===== config.mk =====
export PLATFORM = sky130hd
export DESIGN_NAME = vga_timing_gen_flat
export DESIGN_NICKNAME = d
export VERILOG_FILES = /design/src/rtl/vga_timing_gen_if.sv /design/src/rtl/vga_timing_gen.sv /design/src/flat_wrapper.sv
export SDC_FILE = /design/constraint.sdc
export NUM_CORES = 1
export LEC_CHECK = 0
export ABC_AREA = 1
export CAP_MARGIN = 5
export CORE_MARGIN = 8
export CORE_UTILIZATION = 51
export CTS_CLUSTER_DIAMETER = 60
export DETAILED_ROUTE_END_ITERATION = 16
export PLACE_DENSITY = 0.75
export REMOVE_ABC_BUFFERS = 1
export SYNTH_ARGS = -nofsm -noshare
export SYNTH_HDL_FRONTEND = slang
export SYNTH_SLANG_ARGS = --single-unit
export TNS_END_PERCENT = 10

===== constraint.sdc =====
create_clock -name clk_108 -period 4.15 [get_ports clk_108]
set_input_delay 1.0375 -clock clk_108 [delete_from_list [all_inputs] [get_ports clk_108]]
set_output_delay 1.0375 -clock clk_108 [all_outputs]
set_load 0.03 [all_outputs]

===== src/rtl/vga_timing_gen_if.sv =====
// Raster timing bundle from the VGA timing generator to the pixel pipeline.
// The generator drives every signal; consumers only read them.
interface vga_timing_gen_if;
  logic [11:0] VGA_HORZ_COORD;
  logic [11:0] VGA_VERT_COORD;
  logic        VGA_ACTIVE;
  logic        VGA_HS;
  logic        VGA_VS;
  logic        line_start;
  logic        frame_start;
  logic [15:0] frame_count;

  modport master (
    output VGA_HORZ_COORD, VGA_VERT_COORD, VGA_ACTIVE, VGA_HS, VGA_VS,
           line_start, frame_start, frame_count
  );

  modport slave (
    input  VGA_HORZ_COORD, VGA_VERT_COORD, VGA_ACTIVE, VGA_HS, VGA_VS,
           line_start, frame_start, frame_count
  );
endinterface


===== src/rtl/vga_timing_gen.sv =====
// Free-running VGA raster timing generator: pixel coordinates, delayed HS/VS/active
// aligned with the RGB pipeline, line/frame strobes and a completed-frame counter.
module vga_timing_gen #(
  parameter int H_ACTIVE = 1280,
  parameter int H_FP     = 48,
  parameter int H_SYNC   = 112,
  parameter int H_BP     = 248,
  parameter int V_ACTIVE = 1024,
  parameter int V_FP     = 1,
  parameter int V_SYNC   = 3,
  parameter int V_BP     = 38,
  parameter bit HS_POL   = 1'b1,
  parameter bit VS_POL   = 1'b1,
  parameter int PIPE_DLY = 2
) (
  input  logic             clk_108,
  input  logic             rst_n,
  input  logic             en,
  vga_timing_gen_if.master vga
);

  localparam int H_TOTAL = H_ACTIVE + H_FP + H_SYNC + H_BP;
  localparam int V_TOTAL = V_ACTIVE + V_FP + V_SYNC + V_BP;

  localparam logic [11:0] H_LAST = 12'(H_TOTAL - 1);
  localparam logic [11:0] V_LAST = 12'(V_TOTAL - 1);
  localparam logic [11:0] H_ACT  = 12'(H_ACTIVE);
  localparam logic [11:0] V_ACT  = 12'(V_ACTIVE);
  localparam logic [11:0] HS_BEG = 12'(H_ACTIVE + H_FP);
  localparam logic [11:0] HS_END = 12'(H_ACTIVE + H_FP + H_SYNC);
  localparam logic [11:0] VS_BEG = 12'(V_ACTIVE + V_FP);
  localparam logic [11:0] VS_END = 12'(V_ACTIVE + V_FP + V_SYNC);

  typedef struct packed {
    logic act;
    logic hs;
    logic vs;
  } sync_t;

  localparam sync_t SYNC_IDLE = '{act: 1'b0, hs: ~HS_POL, vs: ~VS_POL};

  logic [11:0] horz_q, horz_d;
  logic [11:0] vert_q, vert_d;
  logic [15:0] frame_count_q, frame_count_d;
  sync_t       dec;
  sync_t       sync_out;

  // NOTE: every signal written in always_comb gets a default first, so no path
  // can leave it unassigned and infer a latch.
  always_comb begin
    horz_d        = horz_q;
    vert_d        = vert_q;
    frame_count_d = frame_count_q;
    if (en) begin
      if (horz_q == H_LAST) begin
        horz_d = '0;
        if (vert_q == V_LAST) begin
          vert_d        = '0;
          frame_count_d = frame_count_q + 16'd1;
        end else begin
          vert_d = vert_q + 12'd1;
        end
      end else begin
        horz_d = horz_q + 12'd1;
      end
    end
  end

  // NOTE: sequential state uses non-blocking assignments so every flop samples
  // the pre-edge values regardless of statement order.
  always_ff @(posedge clk_108 or negedge rst_n) begin
    if (!rst_n) begin
      horz_q        <= '0;
      vert_q        <= '0;
      frame_count_q <= '0;
    end else begin
      horz_q        <= horz_d;
      vert_q        <= vert_d;
      frame_count_q <= frame_count_d;
    end
  end

  always_comb begin
    dec     = SYNC_IDLE;
    dec.act = (horz_q < H_ACT) && (vert_q < V_ACT);
    dec.hs  = ((horz_q >= HS_BEG) && (horz_q < HS_END)) ? HS_POL : ~HS_POL;
    dec.vs  = ((vert_q >= VS_BEG) && (vert_q < VS_END)) ? VS_POL : ~VS_POL;
  end

  if (PIPE_DLY == 0) begin : g_no_dly
    // (0,0) decodes as active, so reset must be masked in explicitly here.
    assign sync_out = rst_n ? dec : SYNC_IDLE;
  end else begin : g_dly
    sync_t pipe_q [PIPE_DLY];
    sync_t pipe_d [PIPE_DLY];

    always_comb begin
      pipe_d = pipe_q;
      if (en) begin
        pipe_d[0] = dec;
        for (int i = 1; i < PIPE_DLY; i++) begin
          pipe_d[i] = pipe_q[i-1];
        end
      end
    end

    // NOTE: this is a short shift register, not a RAM, so every stage is reset;
    // outputs then stay idle until real decode reaches the tap.
    always_ff @(posedge clk_108 or negedge rst_n) begin
      if (!rst_n) begin
        for (int i = 0; i < PIPE_DLY; i++) begin
          pipe_q[i] <= SYNC_IDLE;
        end
      end else begin
        pipe_q <= pipe_d;
      end
    end

    assign sync_out = pipe_q[PIPE_DLY-1];
  end

  assign vga.VGA_HORZ_COORD = horz_q;
  assign vga.VGA_VERT_COORD = vert_q;
  assign vga.VGA_ACTIVE     = sync_out.act;
  assign vga.VGA_HS         = sync_out.hs;
  assign vga.VGA_VS         = sync_out.vs;
  // Strobes mark the clock that advances past column 0; a frozen or held-in-reset
  // generator must not emit them.
  assign vga.line_start     = en && rst_n && (horz_q == 12'd0);
  assign vga.frame_start    = en && rst_n && (horz_q == 12'd0) && (vert_q == 12'd0);
  assign vga.frame_count    = frame_count_q;

endmodule

===== src/flat_wrapper.sv =====
// flat-port wrapper written by rule: the top's interface ports become plain ports
module vga_timing_gen_flat 
#(
  parameter int H_ACTIVE = 1280,
  parameter int H_FP     = 48,
  parameter int H_SYNC   = 112,
  parameter int H_BP     = 248,
  parameter int V_ACTIVE = 1024,
  parameter int V_FP     = 1,
  parameter int V_SYNC   = 3,
  parameter int V_BP     = 38,
  parameter bit HS_POL   = 1'b1,
  parameter bit VS_POL   = 1'b1,
  parameter int PIPE_DLY = 2
)
  (clk_108, rst_n, en, vga_VGA_HORZ_COORD, vga_VGA_VERT_COORD, vga_VGA_ACTIVE, vga_VGA_HS, vga_VGA_VS, vga_line_start, vga_frame_start, vga_frame_count);
  vga_timing_gen_if vga_i ();
  input  logic clk_108;
  input  logic rst_n;
  input  logic en;
  output wire logic [$bits(vga_i.VGA_HORZ_COORD)-1:0] vga_VGA_HORZ_COORD;
  output wire logic [$bits(vga_i.VGA_VERT_COORD)-1:0] vga_VGA_VERT_COORD;
  output wire logic [$bits(vga_i.VGA_ACTIVE)-1:0] vga_VGA_ACTIVE;
  output wire logic [$bits(vga_i.VGA_HS)-1:0] vga_VGA_HS;
  output wire logic [$bits(vga_i.VGA_VS)-1:0] vga_VGA_VS;
  output wire logic [$bits(vga_i.line_start)-1:0] vga_line_start;
  output wire logic [$bits(vga_i.frame_start)-1:0] vga_frame_start;
  output wire logic [$bits(vga_i.frame_count)-1:0] vga_frame_count;
  assign vga_VGA_HORZ_COORD = vga_i.VGA_HORZ_COORD;
  assign vga_VGA_VERT_COORD = vga_i.VGA_VERT_COORD;
  assign vga_VGA_ACTIVE = vga_i.VGA_ACTIVE;
  assign vga_VGA_HS = vga_i.VGA_HS;
  assign vga_VGA_VS = vga_i.VGA_VS;
  assign vga_line_start = vga_i.line_start;
  assign vga_frame_start = vga_i.frame_start;
  assign vga_frame_count = vga_i.frame_count;
  vga_timing_gen #(.H_ACTIVE(H_ACTIVE), .H_FP(H_FP), .H_SYNC(H_SYNC), .H_BP(H_BP), .V_ACTIVE(V_ACTIVE), .V_FP(V_FP), .V_SYNC(V_SYNC), .V_BP(V_BP), .HS_POL(HS_POL), .VS_POL(VS_POL), .PIPE_DLY(PIPE_DLY)) u_core (.clk_108(clk_108), .rst_n(rst_n), .en(en), .vga(vga_i));
endmodule

==> tab_implementation.tex <==
\begin{tabular}{lr}
\hline
Metric & Value \\
\hline
\multicolumn{2}{l}{\textbf{Power}} \\
\quad Maximum vdd drop & roughly 0.28 mV \\
\quad Post-layout total power & 1.42 mW \\
\quad Leakage & 1.66 nW \\
\quad Power density over the cells & 408 nW/um2 \\
\multicolumn{2}{l}{\textbf{Clock network}} \\
\quad CTS Hold Buffers Added & 0 \\
\quad \# H-tree levels & 2 \\
\quad CTS root buf & sky130\_fd\_sc\_hd\_\_clkbuf\_8 \\
\quad Clk buf depth & 2 \\
\quad Sinks on the clock net & 46 \\
\quad Worst-path clk slew & approximately 80 ps \\
\quad Cts bufs inserted & 5 \\
\quad Clk Latency, worst-skew pair & 300 ps \\
\quad CTS tree & yes \\
\quad Post-CTS resize count & 0 \\
\quad Buffer count from post-CTS setup fixing & 0 \\
\multicolumn{2}{l}{\textbf{Worst setup path}} \\
\quad Critical Path End Type & output pin \\
\quad Delay-heaviest family, CP & buffers and inverters \\
\quad Critical path class & in2out \\
\quad CP max-delay cell & sky130\_fd\_sc\_hd\_\_clkdlybuf4s50\_1 \\
\quad Data required time at the worst endpoint & 3110 ps \\
\quad Worst Path Arrival & 2350 ps \\
\quad Number of buffers and inverters on the critical path & 3 \\
\quad Critical Path Max Stage Delay & 490 ps \\
\quad Cells along the critical path & clkdlybuf4s50\_1 > inv\_2 > nor2\_1 > nand4\_1 > nor3\_1 > buf\_4 \\
\quad Largest fanout of any net on the critical path & 13 \\
\quad Setup crit start kind & input port \\
\multicolumn{2}{l}{\textbf{Detailed routing}} \\
\quad Drc violations & 0 \\
\quad Final wirelength & $\sim$7000 um \\
\quad DRT Pass-1 Iters & 5 \\
\quad Average wire length per cell after detail routing & 13.2 um \\
\quad Antenna Violating Nets Remaining & 0 \\
\quad Detailed-route via count & 2,772 \\
\quad Detailed Route Iter0 Violations & around 160 \\
\quad Via density per instance & 5.23 \\
\multicolumn{2}{l}{\textbf{STA}} \\
\quad Ratio of final minimum period to clock period & roughly four fifths \\
\quad Rel. slew slack & 60.3\% \\
\quad Final Setup Violations & 0 \\
\quad Setup repair after global routing missed its margin & no \\
\quad Slew @ Worst Pin & roughly 600 ps \\
\quad Max Slew Vio Count & 0 \\
\quad Minimum clock period after layout & roughly 3400 ps \\
\quad Final hold viol count & 0 \\
\quad Maximum achievable frequency & 295 MHz \\
\quad Setup TNS after final layout & 0 ps \\
\quad Final Skew & 10.6 ps \\
\quad Worst hold slack after final layout & 500 ps \\
\multicolumn{2}{l}{\textbf{GRT}} \\
\quad Global Route Usage Sum & 17.4\% \\
\quad Pin count of the biggest net entering global routing & between 40 and 50 \\
\quad Overflow left after global routing & 0 \\
\quad Wire length of the first global-routing pass & 12,100 um \\
\quad Vias in the first global route & 2,586 \\
\quad Initial antenna violation count & 0 \\
\multicolumn{2}{l}{\textbf{Floorplan}} \\
\quad Overall die height & 90.9 um \\
\quad Area of the core region & 5470 um2 \\
\quad Number of top-level pins & 48 \\
\quad Overall die width & around 91 um \\
\quad Core Rows & 27 \\
\quad Initial standard-cell utilization of the core & 52.3\% \\
\quad Area of the die & roughly 8300 um2 \\
\multicolumn{2}{l}{\textbf{Final layout}} \\
\quad Total Nets Final & 466 \\
\quad Layout overhead on the synthesized area & 22.0\% \\
\quad Final core utilization & a little under two thirds \\
\quad Count of antenna diodes in the layout & 0 \\
\quad Filler instances & 500 \\
\quad Fraction of final layout cells sized beyond drive strength 1 & 6.11\% \\
\multicolumn{2}{l}{\textbf{Yosys}} \\
\quad Top-area cell type share of the netlist area & 40.2\% \\
\quad Warning count from the yosys run & 0 \\
\quad Commonest cells post-synth & sky130\_fd\_sc\_hd\_\_nand2\_1, sky130\_fd\_sc\_hd\_\_nor2\_1, sky130\_fd\_sc\_hd\_\_dfrtp\_1 \\
\quad Number of distinct library cells after synthesis & 28 \\
\quad Share of synthesized area occupied by flip-flops and latches & 40.2\% \\
\quad Top area cells in the synthesized netlist & sky130\_fd\_sc\_hd\_\_dfrtp\_1, sky130\_fd\_sc\_hd\_\_nand2\_1, sky130\_fd\_sc\_hd\_\_nor2\_1, sky130\_fd\_sc\_hd\_\_inv\_1, sky130\_fd\_sc\_hd\_\_o21ai\_0 \\
\quad Synth area leader & sky130\_fd\_sc\_hd\_\_dfrtp\_1 \\
\quad Gate count after technology mapping & 409 \\
\quad Average instance area after synthesis & around 7.0 um2 \\
\quad Post-Syn Area & between 2000 and 3000 um2 \\
\quad Number of enable-type register cells in the synthesized netlist & 0 \\
\quad Flops \& latches, synth & 46 \\
\quad Most frequently used cell type in the post-synthesis netlist & sky130\_fd\_sc\_hd\_\_nand2\_1 \\
\quad Most instantiated flip-flop cell in the synthesis netlist & sky130\_fd\_sc\_hd\_\_dfrtp\_1 \\
\quad Share of synthesized registers carrying an async set or reset & 100\% \\
\multicolumn{2}{l}{\textbf{Place}} \\
\quad Routability-driven placement congestion ratio & 0.920 \\
\quad HPWL reported at the end of detailed placement & 5160 um \\
\quad Number of input and output port buffers inserted & 47 \\
\multicolumn{2}{l}{\textbf{Job}} \\
\quad MaxCap Viol Count & 0 \\
\multicolumn{2}{l}{\textbf{Min path}} \\
\quad Hold crit path type & reg2reg \\
\multicolumn{2}{l}{\textbf{Status}} \\
\quad Run status & finished, final reports clean \\
\hline
\end{tabular}
==> power breakdown <==
group          internal [mW]  switching [mW]  total (mW)
clock                  0.178           0.158       0.336
sequential             0.502          0.0926       0.595
combinational          0.178           0.317       0.494
==> cell type report <==
type,instances,area (um2),area share (%)
Tap cell,72,90.1,2.58
Sequential cell,46,1150,33.0
Timing Repair Buffer,49,475,13.6
Multi-Input combinational cell,306,1480,42.4
Clock inverter,3,40.0,1.15
Clock buffer,5,68.8,1.97
Inverter,49,184,5.27
==> worst paths after layout <==
path / start / to / slack (ps) / depth (start not counted)
setup / recovery: en / vga_frame_start / 760 / 6
hold / removal: u_core.vga.VGA_ACTIVE$_DFFE_PN0P_ / u_core.vga.VGA_ACTIVE$_DFFE_PN0P_ / 500 / 2
setup reg to reg: u_core.vga.VGA_VERT_COORD[0]$_DFFE_PN0P_ / u_core.vga.frame_count[4]$_DFFE_PN0P_ / 2220 / 9
hold reg to reg: u_core.vga.VGA_ACTIVE$_DFFE_PN0P_ / u_core.vga.VGA_ACTIVE$_DFFE_PN0P_ / 500 / 2
max in group asynchronous: rst_n / u_core.vga.VGA_HORZ_COORD[2]$_DFFE_PN0P_ / 2890 / 2
min in group asynchronous: rst_n / u_core.vga.frame_count[6]$_DFFE_PN0P_ / 850 / 2
==> through the flow <==
step	cells	area, um2	setup WS [ps]
after floorplan	401	2820	1030
final	530	3490	763
after global placement	522	3380	798
after CTS	530	3490	757
after global routing	530	3490	649
after detailed placement	522	3380	769
==> layout by cell type (no fill, tap or decap) <==
cell	netlist	routed
sky130_fd_sc_hd__nand2_1	137	137
sky130_fd_sc_hd__nor2_1	51	51
sky130_fd_sc_hd__dfrtp_1	46	46
sky130_fd_sc_hd__inv_1	45	45
sky130_fd_sc_hd__clkdlybuf4s50_1	0	44
sky130_fd_sc_hd__o21ai_0	28	28
sky130_fd_sc_hd__nand3_1	25	25
sky130_fd_sc_hd__nand4_1	16	16
sky130_fd_sc_hd__xor2_1	9	9
sky130_fd_sc_hd__nor3_1	7	7
sky130_fd_sc_hd__ha_1	6	6
sky130_fd_sc_hd__nor2_2	5	5
sky130_fd_sc_hd__xnor2_1	5	5
sky130_fd_sc_hd__o21bai_1	5	5
sky130_fd_sc_hd__clkbuf_8	0	5
sky130_fd_sc_hd__inv_2	4	4
sky130_fd_sc_hd__buf_4	0	4
sky130_fd_sc_hd__nor2_4	2	2
sky130_fd_sc_hd__clkinv_2	0	2
sky130_fd_sc_hd__nor3b_1	1	1
sky130_fd_sc_hd__nand2_2	1	1
sky130_fd_sc_hd__nand3_4	1	1
sky130_fd_sc_hd__nand3_2	1	1
sky130_fd_sc_hd__nand4_2	1	1
sky130_fd_sc_hd__o31ai_1	1	1
sky130_fd_sc_hd__o21ai_1	1	1
sky130_fd_sc_hd__o22ai_1	1	1
sky130_fd_sc_hd__o211ai_1	1	1
sky130_fd_sc_hd__a21oi_1	1	1
sky130_fd_sc_hd__bufinv_16	0	1
sky130_fd_sc_hd__buf_2	6	1
==> registers in the layout, indices dropped and copies added, names as in the netlist <==
signal	flops
u_core.vga.frame_count	16
u_core.vga.VGA_HORZ_COORD	12
u_core.vga.VGA_VERT_COORD	12
u_core.g_dly.pipe_q	3
u_core.vga.VGA_ACTIVE	1
u_core.vga.VGA_HS	1
u_core.vga.VGA_VS	1
==> routing by layer <==
layer  up-vias  routed length, um  global-route usage [%]
li1       1392                  -                       -
met1      1286               3280                    21.8
met2        81               3180                    27.8
met3        13                424                    4.49
met4         0                119                    6.55
met5         -                  0                       0
==> worst register-to-register path, cell delays in order, from the launching register on <==
cell and delay [ps]:
sky130_fd_sc_hd__dfrtp_1 510, sky130_fd_sc_hd__ha_1 200, sky130_fd_sc_hd__inv_1 50, sky130_fd_sc_hd__nor2_1 80, sky130_fd_sc_hd__nand2_1 60, sky130_fd_sc_hd__nor2_2 110
sky130_fd_sc_hd__nand3_2 270, sky130_fd_sc_hd__nor2_4 410, sky130_fd_sc_hd__nand2_1 100, sky130_fd_sc_hd__nand2_1 80
==> cell families after synthesis <==
| group | share of synthesized area [%] |
|---|---|
| buffers and inverters | 8.00 |
| adders and majority gates | 2.62 |
| and+or+nand+nor | 37.5 |
| xor gates and xnor gates | 4.29 |
| DFF | 40.2 |
| AOI/OAI and AO/OA | 7.31 |
No activity file was read; power rests on OpenSTA's default activity.
